`src/rtl/slow_tick_counter.sv`:
```
// Synchronises a divided clock as data, detects its edges and runs a
// two-digit BCD up/down counter under start/stop/clear control.
// Build option: define SLOW_TICK_BOTH_EDGES_EN to tick on both slow_in edges.
module slow_tick_counter #(
  parameter int SYNC_STAGES = 2,
  parameter int MODULO      = 60
) (
  input  logic       clk,
  input  logic       rst,
  input  logic       slow_in,
  input  logic       start,
  input  logic       stop,
  input  logic       clear,
  input  logic       up_dn,
  output logic       tick,
  output logic       wrap,
  output logic       running,
  output logic [3:0] tens,
  output logic [3:0] ones
);

  typedef enum logic [1:0] {
    ST_IDLE   = 2'd0,
    ST_RUN    = 2'd1,
    ST_PAUSED = 2'd2
  } state_t;

  localparam logic [3:0] MAX_TENS = 4'((MODULO - 1) / 10);
  localparam logic [3:0] MAX_ONES = 4'((MODULO - 1) % 10);

  // BCD increment without range wrap; caller handles the MODULO-1 case.
  function automatic logic [7:0] bcd_inc(input logic [3:0] t, input logic [3:0] o);
    logic [7:0] r;
    if (o == 4'd9) begin
      r = {t + 4'd1, 4'd0};
    end else begin
      r = {t, o + 4'd1};
    end
    return r;
  endfunction

  // BCD decrement without range wrap; caller handles the 00 case.
  function automatic logic [7:0] bcd_dec(input logic [3:0] t, input logic [3:0] o);
    logic [7:0] r;
    if (o == 4'd0) begin
      r = {t - 4'd1, 4'd9};
    end else begin
      r = {t, o - 4'd1};
    end
    return r;
  endfunction

  logic [SYNC_STAGES-1:0] sync_r;
  logic                   prev_r;
  logic                   last_s;
  logic                   tick_s;

  state_t     state_r;
  state_t     state_s;
  logic       running_r;
  logic       wrap_r;
  logic       wrap_s;
  logic [3:0] tens_r;
  logic [3:0] ones_r;
  logic [3:0] tens_s;
  logic [3:0] ones_s;
  logic       count_en_s;
  logic       at_max_s;
  logic       at_zero_s;
  logic [7:0] inc_s;
  logic [7:0] dec_s;

  assign last_s = sync_r[SYNC_STAGES-1];

  // Synchroniser chain plus the previous-sample flop for edge detection.
  always_ff @(posedge clk) begin
    if (rst) begin
      sync_r <= '0;
      prev_r <= 1'b0;
    end else begin
      sync_r <= {sync_r[SYNC_STAGES-2:0], slow_in};
      prev_r <= last_s;
    end
  end

`ifdef SLOW_TICK_BOTH_EDGES_EN
  assign tick_s = last_s ^ prev_r;
`else
  assign tick_s = last_s & ~prev_r;
`endif

  assign tick = tick_s;

  // Run-control next-state: clear dominates, stop beats start.
  always_comb begin
    state_s = state_r;
    if (clear) begin
      state_s = ST_IDLE;
    end else begin
      case (state_r)
        ST_IDLE: begin
          if (start && !stop) begin
            state_s = ST_RUN;
          end else begin
            state_s = ST_IDLE;
          end
        end
        ST_RUN: begin
          if (stop) begin
            state_s = ST_PAUSED;
          end else begin
            state_s = ST_RUN;
          end
        end
        ST_PAUSED: begin
          if (start && !stop) begin
            state_s = ST_RUN;
          end else begin
            state_s = ST_PAUSED;
          end
        end
        default: state_s = ST_IDLE;
      endcase
    end
  end

  assign at_max_s   = (tens_r == MAX_TENS) && (ones_r == MAX_ONES);
  assign at_zero_s  = (tens_r == 4'd0) && (ones_r == 4'd0);
  assign inc_s      = bcd_inc(tens_r, ones_r);
  assign dec_s      = bcd_dec(tens_r, ones_r);
  // A tick counts on the registered state, so a stop in the same cycle still counts it.
  assign count_en_s = tick_s && (state_r == ST_RUN) && !clear;

  // Next count value and wrap flag.
  always_comb begin
    tens_s = tens_r;
    ones_s = ones_r;
    wrap_s = 1'b0;
    if (clear) begin
      tens_s = 4'd0;
      ones_s = 4'd0;
    end else if (count_en_s) begin
      if (up_dn) begin
        if (at_max_s) begin
          tens_s = 4'd0;
          ones_s = 4'd0;
          wrap_s = 1'b1;
        end else begin
          tens_s = inc_s[7:4];
          ones_s = inc_s[3:0];
        end
      end else begin
        if (at_zero_s) begin
          tens_s = MAX_TENS;
          ones_s = MAX_ONES;
          wrap_s = 1'b1;
        end else begin
          tens_s = dec_s[7:4];
          ones_s = dec_s[3:0];
        end
      end
    end else begin
      wrap_s = 1'b0;
    end
  end

  // State, count and registered status outputs.
  always_ff @(posedge clk) begin
    if (rst) begin
      state_r   <= ST_IDLE;
      running_r <= 1'b0;
      wrap_r    <= 1'b0;
      tens_r    <= 4'd0;
      ones_r    <= 4'd0;
    end else begin
      state_r   <= state_s;
      running_r <= (state_s == ST_RUN);
      wrap_r    <= wrap_s;
      tens_r    <= tens_s;
      ones_r    <= ones_s;
    end
  end

  assign wrap    = wrap_r;
  assign running = running_r;
  assign tens    = tens_r;
  assign ones    = ones_r;

endmodule

```
`config.mk`:
```
export PLATFORM = sky130hd
export DESIGN_NAME = slow_tick_counter
export DESIGN_NICKNAME = d
export VERILOG_FILES = /design/src/rtl/slow_tick_counter.sv
export SDC_FILE = /design/constraint.sdc
export NUM_CORES = 1
export LEC_CHECK = 0
export CAP_MARGIN = 20
export CORE_UTILIZATION = 57
export CTS_BUF_LIST = sky130_fd_sc_hd__clkbuf_4
export DETAILED_ROUTE_END_ITERATION = 6
export HOLD_SLACK_MARGIN = 0.1
export PLACE_DENSITY = 0.86
export SLEW_MARGIN = 5
export SYNTH_ARGS = -nofsm -noshare
export SYNTH_HDL_FRONTEND = slang
export SYNTH_SLANG_ARGS = --single-unit
```
`constraint.sdc`:
```
create_clock -name clk -period 6.4 [get_ports clk]
set_clock_uncertainty 0.2 [all_clocks]
set_input_delay 1.28 -clock clk [delete_from_list [all_inputs] [get_ports clk]]
set_output_delay 1.28 -clock clk [all_outputs]
set_load 0.005 [all_outputs]
```
==> results.json, run 1 <==
{
  "fin_crit_sh_pct": 50.9,
  "vias": 899,
  "slowest_delay_ns": 0.71,
  "avgRoutedWirePerCell_microns": 14.6,
  "hold_viol": 0,
  "synthesis.area_sq_um": 982,
  "layout.nets": 149,
  "worstPathCellList": "clkdlybuf4s50_1 > or4b_1 > nor4b_4 > nor3b_1 > a211oi_2",
  "grt_max_degree": 15,
  "cap_violations": 0,
  "final.setup.worst_slack_ns": 3.14,
  "cts_buffers": 3,
  "postSynthNetCount": 131,
  "p_total_uw": 170,
  "rsz0062_at_grt": "no",
  "io_pins": 18,
  "clkPwrFrac_pct": 34.4,
  "power.internal_uw": 126,
  "grt_overflow": 0,
  "cp.arrival_ns": 3.29,
  "crit_slowest_cell": "or4b_1",
  "place_ws_ns": 2.85,
  "drive_gt1_share_pct": 7.52,
  "rows": 14,
  "seq_area_frac_synth_pct": 30.6,
  "worstMarginPinSlew_ns": 0.973,
  "antenna_found_initial": 0,
  "die_h_microns": 43.5,
  "end_kind": "flop",
  "p_sw_share_pct": 25.6,
  "slew_violations": 0,
  "seqPwrFrac_pct": 56.0,
  "p_per_area_nw_per_um2": 144,
  "drt_iter0_markers": 33,
  "final_cell_mix": "clkdlybuf4s50_1, dfxtp_1, inv_1, nor2_1, a21oi_1",
  "gp_congestion": 0.969,
  "run_status": "finished with violations",
  "period_needed_ns": 3.26,
  "hp-class": "reg2reg",
  "die-area_sq_um": 1890,
  "grt.total_usage_pct": 26.6,
  "cts-htree-levels": 1,
  "post_cts_buffers": 0,
  "p_leak_nw": 0.464,
  "fill_cells": 128,
  "ir_worst_vdd_mv": 0.135,
  "cts_resized": 0,
  "fmaxAchievable_mhz": 307,
  "slew_headroom_pct": 34.2,
  "synthFlopType": "dfxtp_1",
  "vias_per_cell": 6.03,
  "synth_cells": 116,
  "cts_tree": "built",
  "pwr-share-comb_pct": 9.5,
  "startpoint_type": "input pin",
  "core_area_sq_um": 1560,
  "ys_warn_count": 0,
  "start_util_pct": 63.0,
  "ctsHoldBuffers": 0,
  "critical_path_peak_fanout": 14,
  "die_w_microns": 43.5,
  "violations": "DRC",
  "cts_root_buffer": "clkbuf_4",
  "drc": 4,
  "fin_tns_setup_ns": 0,
  "synth_cell_type_count": 40,
  "hpwl_microns": 1690,
  "required_ns": 6.43,
  "layout_commonest_cell": "clkdlybuf4s50_1",
  "cts_sinks": 15,
  "drtAntennaViolNets": 0,
  "synthArstFlopShare_pct": 0,
  "netSwitchingPower_uw": 43.5,
  "routed_wl_microns": 2170,
  "synth-seq-cells": 15,
  "path_buf_inv": 1,
  "grt_pass1_wl_microns": 3660,
  "portBuffers": 17,
  "grt_pass1_vias": 853,
  "n_antenna_cell": 0,
  "clock_latency_ns": 0.29,
  "drt_first_pass_iters": 6,
  "path_clk_slew_ns": 0.10,
  "syn_avg_cell_area_sq_um": 8.47,
  "synth-edff-count": 0,
  "crit_family": "simple AND/OR/NAND/NOR gates",
  "clk_path_buf_depth": 2,
  "finalSetupViolations": 0,
  "path_class": "in2reg",
  "area_growth_pct": 20.0
}
-- stage by stage --
stage	instance area, sq um	hold WS (ns)	std cells	utilization (%)
final	1180	0.260	149	75.6
after global routing	1180	0.285	149	75.6
after CTS	1180	0.262	149	75.6
after detailed placement	1150	0.241	145	73.7
after global placement	1150	0.235	145	73.7
after floorplan	982	0.214	116	-
-- cell families (layout without fill, tap and decap cells) --
kind of cell,after synthesis,in the layout,share of synthesized area (%)
buffers and inverters,14,31,6.24
and+or+nand+nor,42,42,26.6
xor gates and xnor gates,1,1,0.892
adders and majority gates,8,8,10.2
muxes,2,2,2.04
DFF,15,15,30.6
AOI/OAI and AO/OA,34,34,23.4
-- final cells by class --
type,count,area [sq um],share of cell area (%)
Tap cell,16,20.0,1.70
Clock buffer,3,22.5,1.91
Clock inverter,1,7.51,0.637
Timing Repair Buffer,17,170,14.4
Multi-Input combinational cell,87,621,52.7
Inverter,10,37.5,3.18
Sequential cell,15,300,25.5
-- final timing paths --
check                       startpoint                    to  slack, ns  depth (start not counted)
setup / recovery                 up_dn  tens[2]$_SDFFE_PP0P_       3.14                          5
hold / removal    sync_r[0]$_SDFF_PP0_  sync_r[1]$_SDFF_PP0_       0.26                          1
setup reg to reg  sync_r[1]$_SDFF_PP0_  ones[2]$_SDFFE_PP0P_       4.03                          4
hold reg to reg   sync_r[0]$_SDFF_PP0_  sync_r[1]$_SDFF_PP0_       0.26                          1
-- layer usage --
| metal | up-vias | track usage, % | wire, microns |
|---|---|---|---|
| met2 | 28 | 48.2 | 1100 |
| met4 | 0 | 7.50 | 24 |
| met3 | 4 | 6.25 | 86 |
| met1 | 413 | 31.2 | 967 |
| met5 | - | 0 | 0 |
| li1 | 454 | - | - |
-- state kept, by name, summed over array words and instances (netlist names) --
register / flops
running: 1
tens: 4
wrap: 1
sync_r: 2
state_r: 2
ones: 4
prev_r: 1
-- power by group through the flow --
stage	Clock, mW	Combinational [mW]	Sequential, mW
after floorplan	0	0.00883	0.0972
after global placement	0	0.0153	0.0972
after detailed placement	0	0.0160	0.0973
after CTS	0.0594	0.0161	0.0952
after global routing	0.0644	0.0177	0.0954
final	0.0585	0.0162	0.0952
-- cells in the mapped netlist, drive strengths merged (2+ instances only) --
cell / instances / area share (%)
a31oi: 2 / 1.3
buf: 2 / 1.7
o22ai: 2 / 1.3
nand2b: 2 / 1.3
o21ai: 5 / 2.5
clkbuf: 2 / 0.76
dfxtp: 15 / 31
nand3: 5 / 2.5
nor2: 10 / 3.8
inv: 10 / 3.8
a2bb2oi: 2 / 1.8
a21oi: 10 / 5.1
nor2b: 5 / 3.2
ha: 8 / 10
nand2: 2 / 0.76
and2: 2 / 1.3
nand4b: 2 / 1.8
mux2i: 2 / 2.0
o211ai: 2 / 1.5
a211oi: 5 / 4.8
nor3: 4 / 2.0
(Power assumes the default switching activity.)
==> inputs of run 2 (changes only) <==
--- a/config.mk
+++ b/config.mk
@@ -6,11 +6,11 @@
 export NUM_CORES = 1
 export LEC_CHECK = 0
 export CAP_MARGIN = 20
-export CORE_UTILIZATION = 57
+export CORE_UTILIZATION = 53
 export CTS_BUF_LIST = sky130_fd_sc_hd__clkbuf_4
 export DETAILED_ROUTE_END_ITERATION = 6
 export HOLD_SLACK_MARGIN = 0.1
-export PLACE_DENSITY = 0.86
+export PLACE_DENSITY = 0.81
 export SLEW_MARGIN = 5
 export SYNTH_ARGS = -nofsm -noshare
 export SYNTH_HDL_FRONTEND = slang
==> constraint.sdc (replaced) <==
create_clock -name clk -period 3.21 [get_ports clk]
set_clock_uncertainty 0.2 [all_clocks]
set_input_delay 0.642 -clock clk [delete_from_list [all_inputs] [get_ports clk]]
set_output_delay 0.642 -clock clk [all_outputs]
set_load 0.005 [all_outputs]
==> run 2 against run 1 <==
Compared with the run above: the flow now finishes without violations; routed wire length fell by 9.6%; final area rose by 2.2%; clock-buffer cell count did not move; sequential share of layout area fell by 0.56 points; critical path type is now reg2reg; critical path depth rose by 1; sequential cell count did not move; largest power group unchanged; clock power rose by 93%; hold slack barely moved; non-clock buffer count rose by 2; setup slack got worse by 2.2 ns.
==> results.json, run 2 (synthesized netlist as in run 1, its figures left out) <==
{
  "worstPathCellList": "inv_1 > ha_1 > or3b_2 > mux2i_1 > a21oi_1 > a211oi_1",
  "n_antenna_cell": 0,
  "cts_sinks": 15,
  "start_util_pct": 56.9,
  "clock_latency_ns": 0.29,
  "antenna_found_initial": 0,
  "fin_crit_sh_pct": 71.9,
  "worstMarginPinSlew_ns": 0.402,
  "cap_violations": 0,
  "portBuffers": 17,
  "cts_buffers": 3,
  "drc": 0,
  "startpoint": "ones[0]$_SDFFE_PP0P_",
  "cts_root_buffer": "clkbuf_4",
  "p_per_area_nw_per_um2": 278,
  "drt_iter0_markers": 11,
  "end_kind": "flop",
  "cts-htree-levels": 1,
  "cts_tree": "built",
  "rsz0062_at_grt": "no",
  "placed_area_sq_um": 1170,
  "post_cts_buffers": 0,
  "rows": 15,
  "drive_gt1_share_pct": 8.89,
  "ir_worst_vdd_mv": 0.192,
  "period_needed_ns": 2.31,
  "drt_first_pass_iters": 4,
  "hp-class": "reg2reg",
  "fmaxAchievable_mhz": 433,
  "fin_tns_setup_ns": 0,
  "grt_max_degree": 14,
  "cp.arrival_ns": 2.31,
  "cts_resized": 0,
  "design_area_sq_um": 1200,
  "critical_path_peak_fanout": 8,
  "rr_endpoint": "tens[3]$_SDFFE_PP0P_",
  "grt_pass1_wl_microns": 3220,
  "core_area_sq_um": 1730,
  "r2r_slack_ns": 0.90,
  "drtAntennaViolNets": 0,
  "endpoint": "tens[3]$_SDFFE_PP0P_",
  "slew_violations": 0,
  "startpoint_type": "flop",
  "worstRegToRegCells": 6,
  "routed_wl_microns": 1970,
  "ctsHoldBuffers": 0,
  "hpwl_microns": 1500,
  "slowest_delay_ns": 0.49,
  "grt_overflow": 0,
  "crit_slowest_cell": "or3b_2",
  "layout.nets": 151,
  "p_leak_nw": 0.475,
  "gp_congestion": 0.861,
  "io_pins": 18,
  "run_status": "finished clean",
  "final_cell_mix": "clkdlybuf4s50_1, dfxtp_1, inv_1, nor2_1, a21oi_1",
  "required_ns": 3.21,
  "r2r_start": "ones[0]$_SDFFE_PP0P_",
  "die_h_microns": 45.1,
  "layout_commonest_cell": "clkdlybuf4s50_1",
  "finalSetupViolations": 0,
  "die-area_sq_um": 2030,
  "hold_path_depth": 1,
  "path_class": "reg2reg",
  "vias_per_cell": 5.53,
  "die_w_microns": 45.1,
  "area_growth_pct": 22.7,
  "grt_pass1_vias": 782,
  "grt.total_usage_pct": 22.5,
  "vias": 884,
  "clk_path_buf_depth": 2,
  "avgRoutedWirePerCell_microns": 12.3,
  "hold_viol": 0,
  "path_clk_slew_ns": 0.09,
  "slew_headroom_pct": 72.4
}
-- run 2: how the worst min path moves through the flow --
stage | from | endpoint | slack (ns)
2_1_floorplan | sync_r[0]$_SDFF_PP0_ | sync_r[1]$_SDFF_PP0_ | 0.21
3_3_place_gp | sync_r[0]$_SDFF_PP0_ | sync_r[1]$_SDFF_PP0_ | 0.24
3_5_place_dp | sync_r[0]$_SDFF_PP0_ | sync_r[1]$_SDFF_PP0_ | 0.24
4_1_cts | sync_r[0]$_SDFF_PP0_ | sync_r[1]$_SDFF_PP0_ | 0.26
5_1_grt | sync_r[0]$_SDFF_PP0_ | sync_r[1]$_SDFF_PP0_ | 0.28
6_report | sync_r[0]$_SDFF_PP0_ | sync_r[1]$_SDFF_PP0_ | 0.26
-- run 2: stage by stage --
step	util, %	instances	power (mW)	hold WS (ns)	setup slack, ns
2_1_floorplan	-	116	0.211	0.214	1.12
3_3_place_gp	68.0	156	0.225	0.241	0.635
3_5_place_dp	68.0	156	0.226	0.242	0.601
4_1_cts	69.8	160	0.340	0.264	0.916
5_1_grt	69.8	160	0.351	0.284	0.774
6_report	69.8	160	0.335	0.260	0.902
-- run 2: metal layers --
metal	wire length, microns	global-route usage, %	vias up
met2	949	37.4	18
met4	37	10.9	0
met1	900	26.0	402
met5	0	0	-
li1	-	-	459
met3	78	7.20	5
-- run 2: area by class of cell --
cell class,instances,area [sq um]
multi-input combinational,87,621
fill,152,522
sequential,15,300
timing repair buffer,19,185
inverter,10,37.5
tap,25,31.3
clock buffer,3,22.5
clock inverter,1,7.51
-- run 2: worst max-delay path, delay by kind of cell (launching register included) --
kind,cells,cell delay [ns]
AND/OR/NAND/NOR,1,0.49
flip-flops,1,0.40
AO/OA/AOI/OAI,2,0.40
multiplexers,1,0.35
adder cells (fa/ha/maj),1,0.22
buffers and inverters,1,0.16
-- run 2: power by group --
| part | leakage (nW) | total (mW) | internal, mW | switching [mW] |
|---|---|---|---|---|
| clock | 0.0139 | 0.113 | 0.0475 | 0.0658 |
| sequential | 0.121 | 0.190 | 0.188 | 0.00130 |
| combinational | 0.339 | 0.0320 | 0.0169 | 0.0152 |
| total | 0.475 | 0.335 | 0.253 | 0.0823 |
==> inputs of run 3 (changes only) <==
==> constraint.sdc (replaced) <==
create_clock -name clk -period 2.4 [get_ports clk]
set_clock_uncertainty 0.2 [all_clocks]
set_input_delay 0.48 -clock clk [delete_from_list [all_inputs] [get_ports clk]]
set_output_delay 0.48 -clock clk [all_outputs]
set_load 0.005 [all_outputs]
==> run 3 against run 2 <==
Compared with the run above: global-route usage rose by 1.5 points; hold slack got worse by 0.0034 ns; total power rose by 34%; largest cell class unchanged; setup slack got worse by 0.67 ns; critical path type unchanged; cell count rose by 2.5%; clock-buffer cell count did not move; sequential share of layout area fell by 0.63 points; core utilization rose by 1.8 points.
==> results.json, run 3 (synthesized netlist as in run 1, its figures left out) <==
{
  "design_area_sq_um": 1240,
  "clkPwrFrac_pct": 32.7,
  "final_cell_mix": "clkdlybuf4s50_1, dfxtp_1, inv_1, nor2_1, a21oi_1",
  "placed_area_sq_um": 1200,
  "grt_max_degree": 14,
  "drtAntennaViolNets": 0,
  "r2r_start": "ones[1]$_SDFFE_PP0P_",
  "cts-htree-levels": 1,
  "drive_gt1_share_pct": 12.2,
  "hold_viol": 0,
  "final_cells": 164,
  "clock_latency_ns": 0.29,
  "slew_headroom_pct": 72.8,
  "portBuffers": 17,
  "ir_worst_vdd_mv": 0.342,
  "busiest_layer": "met2",
  "grt.met1_usage_pct": 29.5,
  "pwr-share-comb_pct": 10.6,
  "use_met3_pct": 6.40,
  "clk_path_buf_depth": 2,
  "slew_violations": 0,
  "cts_sinks": 15,
  "rr_endpoint": "tens[2]$_SDFFE_PP0P_",
  "p_per_area_nw_per_um2": 362,
  "worstRegToRegCells": 6,
  "ctsHoldBuffers": 0,
  "grt_overflow": 0,
  "whs_ns": 0.257,
  "fmaxAchievable_mhz": 462,
  "cts_root_buffer": "clkbuf_4",
  "die_w_microns": 45.1,
  "hold_start": "sync_r[0]$_SDFF_PP0_",
  "path_clk_slew_ns": 0.10,
  "run_status": "finished clean",
  "cp.arrival_ns": 2.15,
  "cap_violations": 0,
  "area_growth_pct": 25.9,
  "use_met2_pct": 42.3,
  "p_sw_share_pct": 24.2,
  "routed_wl_microns": 2190,
  "finalSetupViolations": 0,
  "gp_congestion": 0.905,
  "startpoint_type": "flop",
  "start_util_pct": 56.9,
  "dp_cells": 160,
  "die_h_microns": 45.1,
  "n_antenna_cell": 0,
  "required_ns": 2.38,
  "power.internal_uw": 339,
  "vias_per_cell": 5.50,
  "regArea_sq_um": 300,
  "fin_crit_sh_pct": 90.2,
  "vias": 902,
  "cts_buffers": 3,
  "end_kind": "flop",
  "r2r_slack_ns": 0.24,
  "period_needed_ns": 2.16,
  "die-area_sq_um": 2030,
  "cts_tree": "built",
  "hpwl_microns": 1670,
  "antenna_found_initial": 0,
  "grt_pass1_wl_microns": 3570,
  "io_pins": 18,
  "multi_input_area_sq_um": 624,
  "holdPathEnd": "sync_r[1]$_SDFF_PP0_",
  "drc": 0,
  "p_leak_nw": 0.497,
  "worstMarginPinSlew_ns": 0.408,
  "critical_path_peak_fanout": 6,
  "layout_commonest_cell": "clkdlybuf4s50_1",
  "layout.nets": 155,
  "rsz0062_at_grt": "no",
  "hold_path_depth": 1,
  "hp-class": "reg2reg",
  "grt.total_usage_pct": 24.0,
  "drt_iter0_markers": 26,
  "drt_first_pass_iters": 4,
  "grt_pass1_vias": 844,
  "seqPwrFrac_pct": 56.7,
  "rows": 15,
  "netSwitchingPower_uw": 108,
  "avgRoutedWirePerCell_microns": 13.4,
  "fill_cells": 153,
  "path_class": "reg2reg",
  "core_area_sq_um": 1730
}
[run 3: worst max-delay path, cell delays in order (launching register included)]
cell	delay [ns]
dfxtp_1	0.33
inv_1	0.12
ha_1	0.24
or3b_2	0.51
mux2i_2	0.31
nor3b_1	0.26
a211oi_2	0.09
[run 3: area by class of cell]
class | instances | share of cell area [%]
clock buffers | 3 | 1.82
clock inverters | 1 | 0.405
inverters | 10 | 3.04
multi-input cells | 87 | 50.5
flip-flops and latches | 15 | 24.3
well taps | 25 | 2.53
repair buffers | 23 | 17.4
[run 3: layer usage]
layer	wire length, microns	vias to the layer above
li1	-	469
met1	1050	420
met2	1090	13
met3	47	0
met4	0	0
met5	0	-
[run 3: what timing repair did]
action	CTS	global route
resized for setup	0	1
setup buffers	0	0
endpoints found under the setup margin	0	1
[run 3: worst max-delay path by stage]
stage                          from              endpoint
2_1_floorplan  ones[0]$_SDFFE_PP0P_  tens[2]$_SDFFE_PP0P_
3_5_place_dp                  up_dn  tens[0]$_SDFFE_PP0P_
3_3_place_gp                  up_dn  tens[2]$_SDFFE_PP0P_
4_1_cts        ones[1]$_SDFFE_PP0P_  tens[2]$_SDFFE_PP0P_
5_1_grt        ones[1]$_SDFFE_PP0P_  tens[2]$_SDFFE_PP0P_
6_report       ones[1]$_SDFFE_PP0P_  tens[2]$_SDFFE_PP0P_
[run 3: per-stage QoR]
stage	util [%]	worst slack [ns]	TNS [ns]	total power [mW]
6_report	71.6	0.235	0	0.448
5_1_grt	71.6	0.0872	0	0.468
4_1_cts	71.4	0.199	0	0.451
3_5_place_dp	69.8	-0.0232	-0.0371	0.306
3_3_place_gp	69.8	0.0119	0	0.304
2_1_floorplan	-	0.318	0	0.283
[run 3: power by group through the flow]
| stage | clock network [mW] | registers [mW] | logic, mW |
|---|---|---|---|
| 6_report | 0.147 | 0.254 | 0.0474 |
| 5_1_grt | 0.163 | 0.254 | 0.0513 |
| 2_1_floorplan | 0 | 0.259 | 0.0235 |
| 3_3_place_gp | 0 | 0.259 | 0.0452 |
| 3_5_place_dp | 0 | 0.259 | 0.0463 |
| 4_1_cts | 0.151 | 0.254 | 0.0467 |
